==> config.mk <==
export PLATFORM = sky130hd
export DESIGN_NAME = gnn_node_mac_scheduler
export DESIGN_NICKNAME = d
export VERILOG_FILES = /design/src/rtl/gnn_pkg.sv /design/src/rtl/gnn_wait_timer.sv /design/src/rtl/gnn_node_mac_scheduler.sv
export SDC_FILE = /design/constraint.sdc
export NUM_CORES = 1
export LEC_CHECK = 0
export ABC_CLOCK_PERIOD_IN_PS = 1900
export BUFFER_PORTS_ARGS = -buffer_cell sky130_fd_sc_hd__buf_4
export CAP_MARGIN = 5
export CORE_UTILIZATION = 48
export DETAILED_ROUTE_END_ITERATION = 6
export PLACE_DENSITY_LB_ADDON = 0.2
export SYNTH_ARGS = -nofsm -noshare
export SYNTH_HDL_FRONTEND = slang
export SYNTH_HIERARCHICAL = 1
export SYNTH_SLANG_ARGS = --single-unit
==> constraint.sdc <==
create_clock -name clk -period 1.9 [get_ports clk]
set_input_delay 0.38 -clock clk [delete_from_list [all_inputs] [get_ports clk]]
set_output_delay 0.38 -clock clk [all_outputs]
set_load 0.005 [all_outputs]
==> src/rtl/gnn_pkg.sv <==
// Shared types for the GNN accelerator control path: scheduler state
// encoding, default node count and the node index type.
package gnn_pkg;

  localparam int NUM_NODES_DEF = 4;
  localparam int TIMEOUT_DEF   = 16;
  localparam int NODE_W_DEF    = $clog2(NUM_NODES_DEF);

  typedef logic [NODE_W_DEF-1:0] node_idx_t;

  typedef enum logic [2:0] {
    S_IDLE  = 3'd0,
    S_ISSUE = 3'd1,
    S_WAIT  = 3'd2,
    S_WRITE = 3'd3,
    S_DONE  = 3'd4
  } sched_state_t;

endpackage

==> src/rtl/gnn_wait_timer.sv <==
// Loadable wait counter: clr_i restarts it at zero, en_i advances it by one,
// tc_o flags that the count has reached TIMEOUT-1.
module gnn_wait_timer
  import gnn_pkg::*;
#(
  parameter int TIMEOUT = TIMEOUT_DEF
) (
  input  logic clk,
  input  logic rst_n,
  input  logic clr_i,
  input  logic en_i,
  output logic tc_o
);

  localparam int CNT_W = $clog2(TIMEOUT);

  logic [CNT_W-1:0] cnt_q;
  logic [CNT_W-1:0] cnt_d;

  // Next count: clear has priority over advance.
  always_comb begin
    cnt_d = cnt_q;
    if (clr_i) begin
      cnt_d = {CNT_W{1'b0}};
    end else if (en_i) begin
      cnt_d = cnt_q + CNT_W'(1);
    end else begin
      cnt_d = cnt_q;
    end
  end

  // Counter register with asynchronous reset.
  always_ff @(posedge clk or negedge rst_n) begin
    if (!rst_n) begin
      cnt_q <= {CNT_W{1'b0}};
    end else begin
      cnt_q <= cnt_d;
    end
  end

  assign tc_o = (cnt_q == CNT_W'(TIMEOUT - 1));

endmodule

==> src/rtl/gnn_node_mac_scheduler.sv <==
// Time-multiplexes one shared MAC stage across all graph nodes: launch,
// wait for result, write result register, in ascending node order, then
// pulse pass completion. Watchdog and overrun flags are sticky per pass.
// All outputs are registered, decoded from the next state.
module gnn_node_mac_scheduler
  import gnn_pkg::*;
#(
  parameter  int NUM_NODES = NUM_NODES_DEF,
  parameter  int TIMEOUT   = TIMEOUT_DEF,
  localparam int NODE_W    = $clog2(NUM_NODES)
) (
  input  logic                 clk,
  input  logic                 rst_n,
  input  logic                 in_ready,
  output logic                 mac_in_ready,
  input  logic                 mac_out_ready,
  output logic [NODE_W-1:0]    node_sel,
  output logic [NUM_NODES-1:0] wr_en,
  output logic                 busy,
  output logic                 out_ready,
  output logic                 err_timeout,
  output logic                 err_overrun
);

  sched_state_t         state_q, state_d;
  logic [NODE_W-1:0]    node_q, node_d;
  logic                 err_to_q, err_to_d;
  logic                 err_ov_q, err_ov_d;
  logic                 mac_in_q, mac_in_d;
  logic [NODE_W-1:0]    sel_q, sel_d;
  logic [NUM_NODES-1:0] wr_en_q, wr_en_d;
  logic                 busy_q, busy_d;
  logic                 out_q, out_d;
  logic                 tmr_clr_s, tmr_en_s, tmr_tc_s;

  gnn_wait_timer #(
    .TIMEOUT (TIMEOUT)
  ) u_wait_timer (
    .clk   (clk),
    .rst_n (rst_n),
    .clr_i (tmr_clr_s),
    .en_i  (tmr_en_s),
    .tc_o  (tmr_tc_s)
  );

  // Next-state, node index, sticky errors and timer control.
  always_comb begin
    state_d   = state_q;
    node_d    = node_q;
    err_to_d  = err_to_q;
    err_ov_d  = err_ov_q;
    tmr_clr_s = 1'b0;
    tmr_en_s  = 1'b0;
    case (state_q)
      S_IDLE: begin
        node_d = {NODE_W{1'b0}};
        if (in_ready) begin
          state_d  = S_ISSUE;
          err_to_d = 1'b0;
          err_ov_d = 1'b0;
        end else begin
          state_d = S_IDLE;
        end
      end
      S_ISSUE: begin
        tmr_clr_s = 1'b1;
        state_d   = S_WAIT;
      end
      S_WAIT: begin
        // A result arriving on the timeout cycle still counts as done.
        if (mac_out_ready) begin
          state_d = S_WRITE;
        end else if (tmr_tc_s) begin
          err_to_d = 1'b1;
          node_d   = {NODE_W{1'b0}};
          state_d  = S_IDLE;
        end else begin
          tmr_en_s = 1'b1;
        end
      end
      S_WRITE: begin
        if (node_q == NODE_W'(NUM_NODES - 1)) begin
          state_d = S_DONE;
        end else begin
          node_d  = node_q + NODE_W'(1);
          state_d = S_ISSUE;
        end
      end
      S_DONE: begin
        node_d  = {NODE_W{1'b0}};
        state_d = S_IDLE;
      end
      default: begin
        node_d  = {NODE_W{1'b0}};
        state_d = S_IDLE;
      end
    endcase
    // A start request while a pass is running is flagged, never acted on.
    if ((state_q != S_IDLE) && in_ready) begin
      err_ov_d = 1'b1;
    end else begin
      err_ov_d = err_ov_d;
    end
  end

  // Output decode from the upcoming state so outputs come straight from flops.
  always_comb begin
    mac_in_d = (state_d == S_ISSUE);
    sel_d    = (state_d == S_IDLE) ? {NODE_W{1'b0}} : node_d;
    wr_en_d  = (state_d == S_WRITE) ? ({{(NUM_NODES-1){1'b0}}, 1'b1} << node_d)
                                    : {NUM_NODES{1'b0}};
    busy_d   = (state_d != S_IDLE);
    out_d    = (state_d == S_DONE);
  end

  // State, node index, error flags and output registers.
  always_ff @(posedge clk or negedge rst_n) begin
    if (!rst_n) begin
      state_q  <= S_IDLE;
      node_q   <= {NODE_W{1'b0}};
      err_to_q <= 1'b0;
      err_ov_q <= 1'b0;
      mac_in_q <= 1'b0;
      sel_q    <= {NODE_W{1'b0}};
      wr_en_q  <= {NUM_NODES{1'b0}};
      busy_q   <= 1'b0;
      out_q    <= 1'b0;
    end else begin
      state_q  <= state_d;
      node_q   <= node_d;
      err_to_q <= err_to_d;
      err_ov_q <= err_ov_d;
      mac_in_q <= mac_in_d;
      sel_q    <= sel_d;
      wr_en_q  <= wr_en_d;
      busy_q   <= busy_d;
      out_q    <= out_d;
    end
  end

  assign mac_in_ready = mac_in_q;
  assign node_sel     = sel_q;
  assign wr_en        = wr_en_q;
  assign busy         = busy_q;
  assign out_ready    = out_q;
  assign err_timeout  = err_to_q;
  assign err_overrun  = err_ov_q;

endmodule

After elaboration in Yosys (flattened, before gate mapping)
Cells that the tools add are included.
{"block": "word_totals", "reg_bits": 20, "latchBits": 0, "ram_bits": 0, "rom_bits": 0, "out_inout_bits": 11, "word_cells": 58, "mem_count": 0}
{"block": "op_classes", "n_addsub": 2, "multipliers": 0, "div": 0, "magnitude_cmp": 0, "eq_ne": 11, "shifts": 1, "muxes": 23, "n_bitwise": 0, "reduce_logical": 11}
{"cell": "$mux W4", "n": 3}
{"cell": "$pmux W3 S4", "n": 1}
{"cell": "$mux W1", "n": 10}
{"cell": "$eq A3 B2 Y1 const B", "n": 3}
{"cell": "$mux W3", "n": 3}
{"cell": "$mux W2", "n": 4}
{"cell": "$reduce_bool A2 Y1", "n": 4}
{"cell": "$eq A3 B1 Y1 const B", "n": 2}
{"cell": "$logic_not A3 Y1", "n": 2}
{"cell": "$ne A2 B2 Y1 const B", "n": 3}
{"cell": "$pmux W2 S3", "n": 1}
{"cell": "$reduce_bool A3 Y1", "n": 2}
{"cell": "$add A4 B1 Y4 const B", "n": 1}
{"cell": "$eq A4 B4 Y1 const B", "n": 1}
{"cell": "$reduce_and A4 Y1", "n": 1}
{"cell": "$shl A1 B2 Y4 const A", "n": 1}
{"cell": "$eq A3 B3 Y1 const B", "n": 1}
{"cell": "$add A2 B1 Y2 const B", "n": 1}
{"cell": "$eq A2 B2 Y1 const B", "n": 1}
{"cell": "$pmux W1 S2", "n": 1}
{"cell": "$reduce_and A2 Y1", "n": 1}
{"cell": "$logic_and A1 B1 Y1", "n": 1}

Depth between registers and ports, before layout
Gate-level depths: netlist of the first run.
{"block": "depth", "word_depth": 6, "mapped_depth": 6}

Cells and area by module
The synthesis of the first run kept the hierarchy.
{"mod": "gnn_node_mac_scheduler", "n_inst": 1, "cells_each": 61, "area_each_um2": 691.9, "seq_area_each_um2": 400.4}
{"mod": "gnn_wait_timer", "n_inst": 1, "cells_each": 17, "area_each_um2": 198.9, "seq_area_each_um2": 100.1}

Worst setup path after synthesis of the first run
No wires, ideal clock.
{"block": "synth_timing", "kind": "reg-to-reg", "startpoint": "register u_wait_timer.cnt_q[0]", "endpoint": "register u_wait_timer.cnt_q[3]", "setup_time_ns": 0.125, "arrival_ns": 1.715, "required_ns": 1.775, "setup_slack_ns": 0.060, "stages_incl_launch_ff": 6, "path_buffers": 0, "cell_sequence": "dfrtp_1 ha_1 and3_1 nor4b_2 nand4_1 mux2_4"}
{"block": "synth_between", "elab_chain_cells": 5, "word_cells_on_any_way": 8}
{"element": "from (decl)", "line": "gnn_wait_timer.sv:17", "source": "logic [CNT_W-1:0] cnt_q;"}
{"element": "from (signal assigned)", "line": "gnn_wait_timer.sv:35", "source": "cnt_q <= {CNT_W{1'b0}};"}
{"element": "from (signal assigned)", "line": "gnn_wait_timer.sv:37", "source": "cnt_q <= cnt_d;"}
{"element": "$eq A4 B4 Y1", "line": "gnn_wait_timer.sv:41", "source": "assign tc_o = (cnt_q == CNT_W'(TIMEOUT - 1));"}
{"element": "named net tmr_tc_s", "line": "gnn_node_mac_scheduler.sv:34", "source": "logic tmr_clr_s, tmr_en_s, tmr_tc_s;"}
{"element": "$mux W1", "line": "gnn_node_mac_scheduler.sv:73", "source": "end else if (tmr_tc_s) begin"}
{"element": "$mux W1", "line": "gnn_node_mac_scheduler.sv:71", "source": "if (mac_out_ready) begin"}
{"element": "$mux W1", "line": "gnn_node_mac_scheduler.sv:54", "source": "case (state_q)"}
{"element": "named net tmr_en_s", "line": "gnn_node_mac_scheduler.sv:34"}
{"element": "$reduce_bool A2 Y1 (no source line)"}
The timed path passes the listed nets, and every way through them passes these cells. The select of a mux whose other input is x is not followed.
A chain may end at the register's enable or synchronous reset.

Final worst setup path of the first run
Same ends and word-level chain as after synthesis.

==> results of run 1 <==
-- final timing paths --
check | to | slack, ns
setup / recovery | u_wait_timer/cnt_q[3] | 0.14
hold / removal | err_overrun | 0.34
setup reg to reg | u_wait_timer/cnt_q[3] | 0.14
hold reg to reg | err_timeout | 0.54
max in group asynchronous | u_wait_timer/cnt_q[1] | 1.21
min in group asynchronous | state_q[1] | 0.48
-- final cells by class --
| cell class | instances | share of cell area (%) |
|---|---|---|
| multi-input combinational | 53 | 32.8 |
| clock buffer | 3 | 2.05 |
| clock inverter | 1 | 2.74 |
| tap | 25 | 2.85 |
| timing repair buffer | 19 | 13.2 |
| sequential | 20 | 45.7 |
| inverter | 2 | 0.685 |
-- state kept, by name, indices dropped and copies added (netlist names) --
| signal | cells |
|---|---|
| node_sel | 2 |
| busy | 1 |
| state_q | 3 |
| err_timeout | 1 |
| out_ready | 1 |
| mac_in_ready | 1 |
| err_overrun | 1 |
| u_wait_timer/cnt_q | 4 |
| node_q | 2 |
| wr_en | 4 |
-- cell usage after synthesis --
| cell | count |
|---|---|
| dfrtp_1 | 20 |
| nand2b_1 | 2 |
| nor3_1 | 3 |
| mux2_4 | 1 |
| ha_1 | 1 |
| xnor2_1 | 1 |
| a211oi_1 | 1 |
| buf_6 | 1 |
| buf_2 | 1 |
| nand4_1 | 1 |
| nor2_2 | 1 |
| inv_2 | 1 |
| and3_1 | 1 |
| nand3b_1 | 3 |
| and2_4 | 1 |
| nand2_1 | 5 |
| nor4b_2 | 1 |
| nor2b_1 | 2 |
| a31oi_1 | 5 |
| inv_1 | 1 |
| a21oi_1 | 5 |
| nand4b_1 | 1 |
| o211ai_2 | 1 |
| buf_4 | 1 |
| nand3_1 | 3 |
| nand2_4 | 1 |
| o21bai_1 | 1 |
| o2bb2ai_1 | 1 |
| mux2i_1 | 1 |
| a21bo_2 | 1 |
| nor3b_2 | 2 |
| nor2_1 | 7 |
-- critical path, delay by kind of cell (launching register included) --
kind                       cells  cell delay (ns)
and+or+nand+nor                3             0.67
DFF                            1             0.42
muxes                          1             0.31
adders and majority gates      1             0.24
-- routing by layer --
metal / GRT usage, % / routed length [um] / share of wire (%) / vias to the layer above
li1: - / - / - / 315
met1: 26.2 / 772 / 50 / 289
met2: 26.1 / 677 / 44 / 16
met3: 4.00 / 54 / 3.5 / 4
met4: 9.09 / 43 / 2.8 / 0
met5: 0 / 0 / 0 / -
-- metrics by stage --
step	cells	instance area, um^2	utilization [%]
after floorplan	78	891	-
after global placement	118	1030	59.9
after detailed placement	118	1030	59.9
after CTS	123	1100	63.5
after global routing	123	1100	63.5
final	123	1100	63.5
-- power breakdown --
part	total [W]	leakage, nW	switching, W	internal (W)
Clock	0.000343	0.0279	0.000129	0.000213
Combinational	0.000487	0.226	0.000239	0.000248
Sequential	0.000630	0.262	0.000101	0.000528
-- logic make-up (layout without fill, tap and decap cells) --
kind of cell	count (synthesis)	count (layout)	synth area share [%]
XOR/XNOR	1	1	0.983
AO/OA/AOI/OAI	15	15	11.5
adder cells (fa/ha/maj)	1	1	1.40
AND/OR/NAND/NOR	34	34	23.6
buffers and inverters	5	25	3.51
flip-flops	20	20	56.2
multiplexers	2	2	2.81
==> impl_metrics.py, run 1 <==
metrics = {
    "global_route": {
        "grt_pass1_vias": 574,
        "gr-total-overflow": 0,
        "grt_pass1_wl_um": 2610,
        "track_usage_pct": 18.3,
        "grt_max_degree": 21,
        "antenna_found_initial": 0,
    },
    "floorplan": {
        "rows": 15,
        "fp.dieW_um": 45.1,
        "die_area_um2": 2030,
        "start_util_pct": 51.6,
        "dieHeight_um": 45.1,
        "core_area_um2": 1730,
        "io_pins": 15,
    },
    "clocking": {
        "cts_tree": "yes",
        "clock_latency_ns": 0.30,
        "clkTransAtPathRegs_ns": 0.10,
        "cts_sinks": 20,
        "clk_path_buf_depth": 2,
        "htree_num_levels": 1,
        "ctsResizeCount": 0,
        "clockRootBuffer": "clkbuf_4",
        "postCtsSetupRepairBufs": 0,
        "numCtsBuffers": 3,
        "ctsHoldBuffers": 1,
    },
    "detailed_routing": {
        "drt_iter0_markers": 16,
        "num_vias": 624,
        "drtPass1Iterations": 4,
        "via_per_inst": 5.07,
        "drt_wl_total_um": 1550,
        "wl_per_cell_um": 12.6,
        "remaining_drc_errors": 0,
        "detail-route-antenna-nets": 0,
    },
    "setup_path": {
        "rr_worst_depth": 5,
        "startpoint": "u_wait_timer/cnt_q[0]",
        "arrival_ns": 1.95,
        "critical_path.cell_chain": "ha_1 > and3_1 > nor4b_2 > nand4_1 > mux2_4",
        "crit_type": "register to register",
        "startpoint_type": "register",
        "required_ns": 2.09,
        "worstReg2RegStart": "u_wait_timer/cnt_q[0]",
        "cp_max_fo": 3,
        "critPathMaxStageDelay_ns": 0.42,
        "crit_path_top_delay_cell": "dfrtp_1",
        "end_kind": "register",
    },
    "placed_design": {
        "port_buffers": 14,
        "dp_hpwl_um": 1020,
        "gp_congestion": 0.724,
        "pre_cts_slack_ns": 0.177,
    },
    "cells_and_area": {
        "syn2layout_area_growth_pct": 23.0,
        "diodes": 0,
        "multiInputGateArea_um2": 359,
        "layout.nets": 104,
        "regArea_um2": 500,
        "layout_commonest_cell": "dfrtp_1",
        "drive_above_1_share_pct": 32.7,
        "n_fill_cell": 149,
        "mostFrequentLayoutCells": "dfrtp_1 (20), buf_4 (18), nor2_1 (7)",
    },
    "synth": {
        "synthDistinctLibCells": 32,
        "synth_area_leaders": "dfrtp_1 (56%), a31oi_1 (3.5%), nor2_1 (2.9%), a21oi_1 (2.8%), nor3b_2 (2.8%)",
        "synth-seq-cells": 20,
        "syn_avg_cell_area_um2": 11.4,
        "yosysWarnings": 6,
        "synth_top_cell_area_share_pct": 56.2,
        "netlist_instances": 78,
        "yosysSeqAreaShare_pct": 56.2,
        "syn_area_um2": 891,
        "yosys.area.top_type": "dfrtp_1",
        "syn-num-nets": 83,
    },
    "sta": {
        "whs_ns": 0.342,
        "hold_viol": 0,
        "tns_ns": 0,
        "slew_headroom_pct": 73.9,
        "finalCritPeriodShare_pct": 92.5,
        "maxSlewViolCount": 0,
        "skew_ns": 0.00964,
        "finalCriticalPeriod_ns": 1.76,
        "max_freq_mhz": 569,
        "fin_ws_ns": 0.143,
        "setup_viol_count_final": 0,
        "grt_setup_unrepaired": "no",
        "worst_slew_pin_slew_ns": 0.392,
    },
    "power_and_ir_drop": {
        "power_density_nw_per_um2": 1330,
        "p_leak_nw": 0.516,
        "p_total_w": 0.00146,
        "ir_drop_mv": 0.543,
    },
    "min_path": {
        "hold_path.class": "input port to register",
        "hp-start": "in_ready",
        "min_path_cells": 3,
    },
    "run_status": {
        "status": "finished clean",
    },
    "flow_run": {
        "cap_viol_max_count": 0,
    },
}
Power figures use the tool's default switching activity.
==> run 2: changes to the inputs <==
GPL_TIMING_DRIVEN = 0   (was unset)
==> impl_metrics.py, run 2 (same netlist as run 1, synthesis figures left out) <==
metrics = {
    "sta": {
        "whs_ns": 0.347,
        "setup_viol_count_final": 0,
        "max_freq_mhz": 561,
        "slew_headroom_pct": 78.6,
        "maxSlewViolCount": 0,
        "worst_slew_pin_slew_ns": 0.320,
        "grt_setup_unrepaired": "no",
        "skew_ns": 0.00242,
        "finalCritPeriodShare_pct": 93.8,
        "fin_ws_ns": 0.117,
        "hold_viol": 0,
        "finalCriticalPeriod_ns": 1.78,
    },
    "floorplan": {
        "fp.dieW_um": 45.1,
        "io_pins": 15,
        "core_area_um2": 1730,
        "dieHeight_um": 45.1,
        "rows": 15,
        "start_util_pct": 51.6,
        "die_area_um2": 2030,
    },
    "cells_and_area": {
        "multiInputGateArea_um2": 368,
        "n_fill_cell": 144,
        "diodes": 0,
        "final_core_util_pct": 64.1,
        "layout_commonest_cell": "dfrtp_1",
        "mostFrequentLayoutCells": "dfrtp_1 (20), buf_4 (16), nor2_1 (7)",
        "layout.nets": 104,
        "syn2layout_area_growth_pct": 24.2,
        "drive_above_1_share_pct": 32.7,
        "regArea_um2": 500,
        "fin_area_um2": 1110,
    },
    "detailed_routing": {
        "drt_wl_total_um": 1460,
        "via_per_inst": 5.08,
        "remaining_drc_errors": 0,
        "drtPass1Iterations": 4,
        "num_vias": 625,
        "wl_per_cell_um": 11.8,
        "drt_iter0_markers": 18,
        "detail-route-antenna-nets": 0,
    },
    "placed_design": {
        "gp_congestion": 0.731,
        "pre_cts_slack_ns": -0.0953,
        "port_buffers": 14,
        "dp_hpwl_um": 1010,
        "placement.cell_area_um2": 1030,
    },
    "min_path": {
        "hold_path.class": "input port to register",
        "min_to": "err_overrun",
        "min_path_cells": 3,
        "hp-start": "in_ready",
    },
    "setup_path": {
        "crit_type": "register to register",
        "cp_max_fo": 4,
        "rr_worst_depth": 5,
        "arrival_ns": 1.97,
        "startpoint_type": "register",
        "r2r_end": "u_wait_timer/cnt_q[3]",
        "required_ns": 2.09,
        "rrSetupSlack_ns": 0.12,
        "worstReg2RegStart": "u_wait_timer/cnt_q[0]",
        "end_kind": "register",
    },
    "global_route": {
        "grt_pass1_vias": 552,
        "grt_max_degree": 21,
        "grt_pass1_wl_um": 2460,
        "track_usage_pct": 17.0,
        "gr-total-overflow": 0,
        "antenna_found_initial": 0,
    },
    "power_and_ir_drop": {
        "ir_drop_mv": 0.726,
        "p_total_w": 0.00147,
        "power_density_nw_per_um2": 1330,
        "p_leak_nw": 0.523,
    },
    "clocking": {
        "clk_path_buf_depth": 2,
        "cts_tree": "yes",
        "clockRootBuffer": "clkbuf_4",
        "cts_sinks": 20,
        "clkTransAtPathRegs_ns": 0.11,
        "htree_num_levels": 1,
        "clock_latency_ns": 0.29,
        "numCtsBuffers": 3,
    },
    "flow_run": {
        "cap_viol_max_count": 0,
    },
    "run_status": {
        "status": "finished clean",
    },
}
run 2: worst max path at each step:
stage | end | slack (ns) | from
global placement | u_wait_timer/cnt_q[3] | -0.06 | u_wait_timer/cnt_q[0]
finish | u_wait_timer/cnt_q[3] | 0.12 | u_wait_timer/cnt_q[0]
detailed placement | u_wait_timer/cnt_q[3] | -0.1 | u_wait_timer/cnt_q[0]
CTS | u_wait_timer/cnt_q[3] | 0.02 | u_wait_timer/cnt_q[0]
floorplan | u_wait_timer/cnt_q[3] | 0.06 | u_wait_timer/cnt_q[0]
global route | u_wait_timer/cnt_q[3] | 0.04 | u_wait_timer/cnt_q[0]
run 2: routing by layer:
layer	vias to the layer above	global-route usage [%]	routed length [um]
met4	0	7.27	13
met1	291	24.5	709
met3	2	2.40	56
met2	13	25.5	677
met5	-	0	0
li1	319	-	-
run 2: timing repair:
| action | 4_1_cts | 5_1_grt |
|---|---|---|
| pin swaps | 0 | 1 |
| hold buffers | 1 | 0 |
| gates resized for setup | 1 | 0 |
| hold endpoints to repair | 20 | 0 |
| setup endpoints to repair | 1 | 1 |
| setup buffers | 0 | 1 |
run 2: final cells by class:
cell class / count / area share, %
inverter: 2 / 0.679
sequential: 20 / 45.2
multi-input combinational: 53 / 33.3
clock buffer: 3 / 2.04
clock inverter: 1 / 2.71
tap: 25 / 2.83
buffer: 3 / 2.15
timing repair buffer: 16 / 11.1
run 2: metrics by stage:
| step | setup TNS [ns] | cells |
|---|---|---|
| 4_1_cts | 0 | 122 |
| 3_3_place_gp | -0.0624 | 117 |
| 3_5_place_dp | -0.0953 | 117 |
| 2_1_floorplan | 0 | 78 |
| 6_report | 0 | 123 |
| 5_1_grt | 0 | 123 |
run 2: critical path, stage by stage, from the launching register on:
cell	delay, ns
dfrtp_1	0.42
ha_1	0.23
and3_1	0.20
nor4b_4	0.32
nand4_1	0.18
mux2_4	0.32
run 2: report_power, final:
part	switching [W]	total, W	internal [W]	leakage, nW
logic	0.000266	0.000528	0.000262	0.233
clock network	0.000125	0.000338	0.000213	0.0279
registers	0.0000776	0.000607	0.000529	0.262
total	0.000469	0.00147	0.00100	0.523
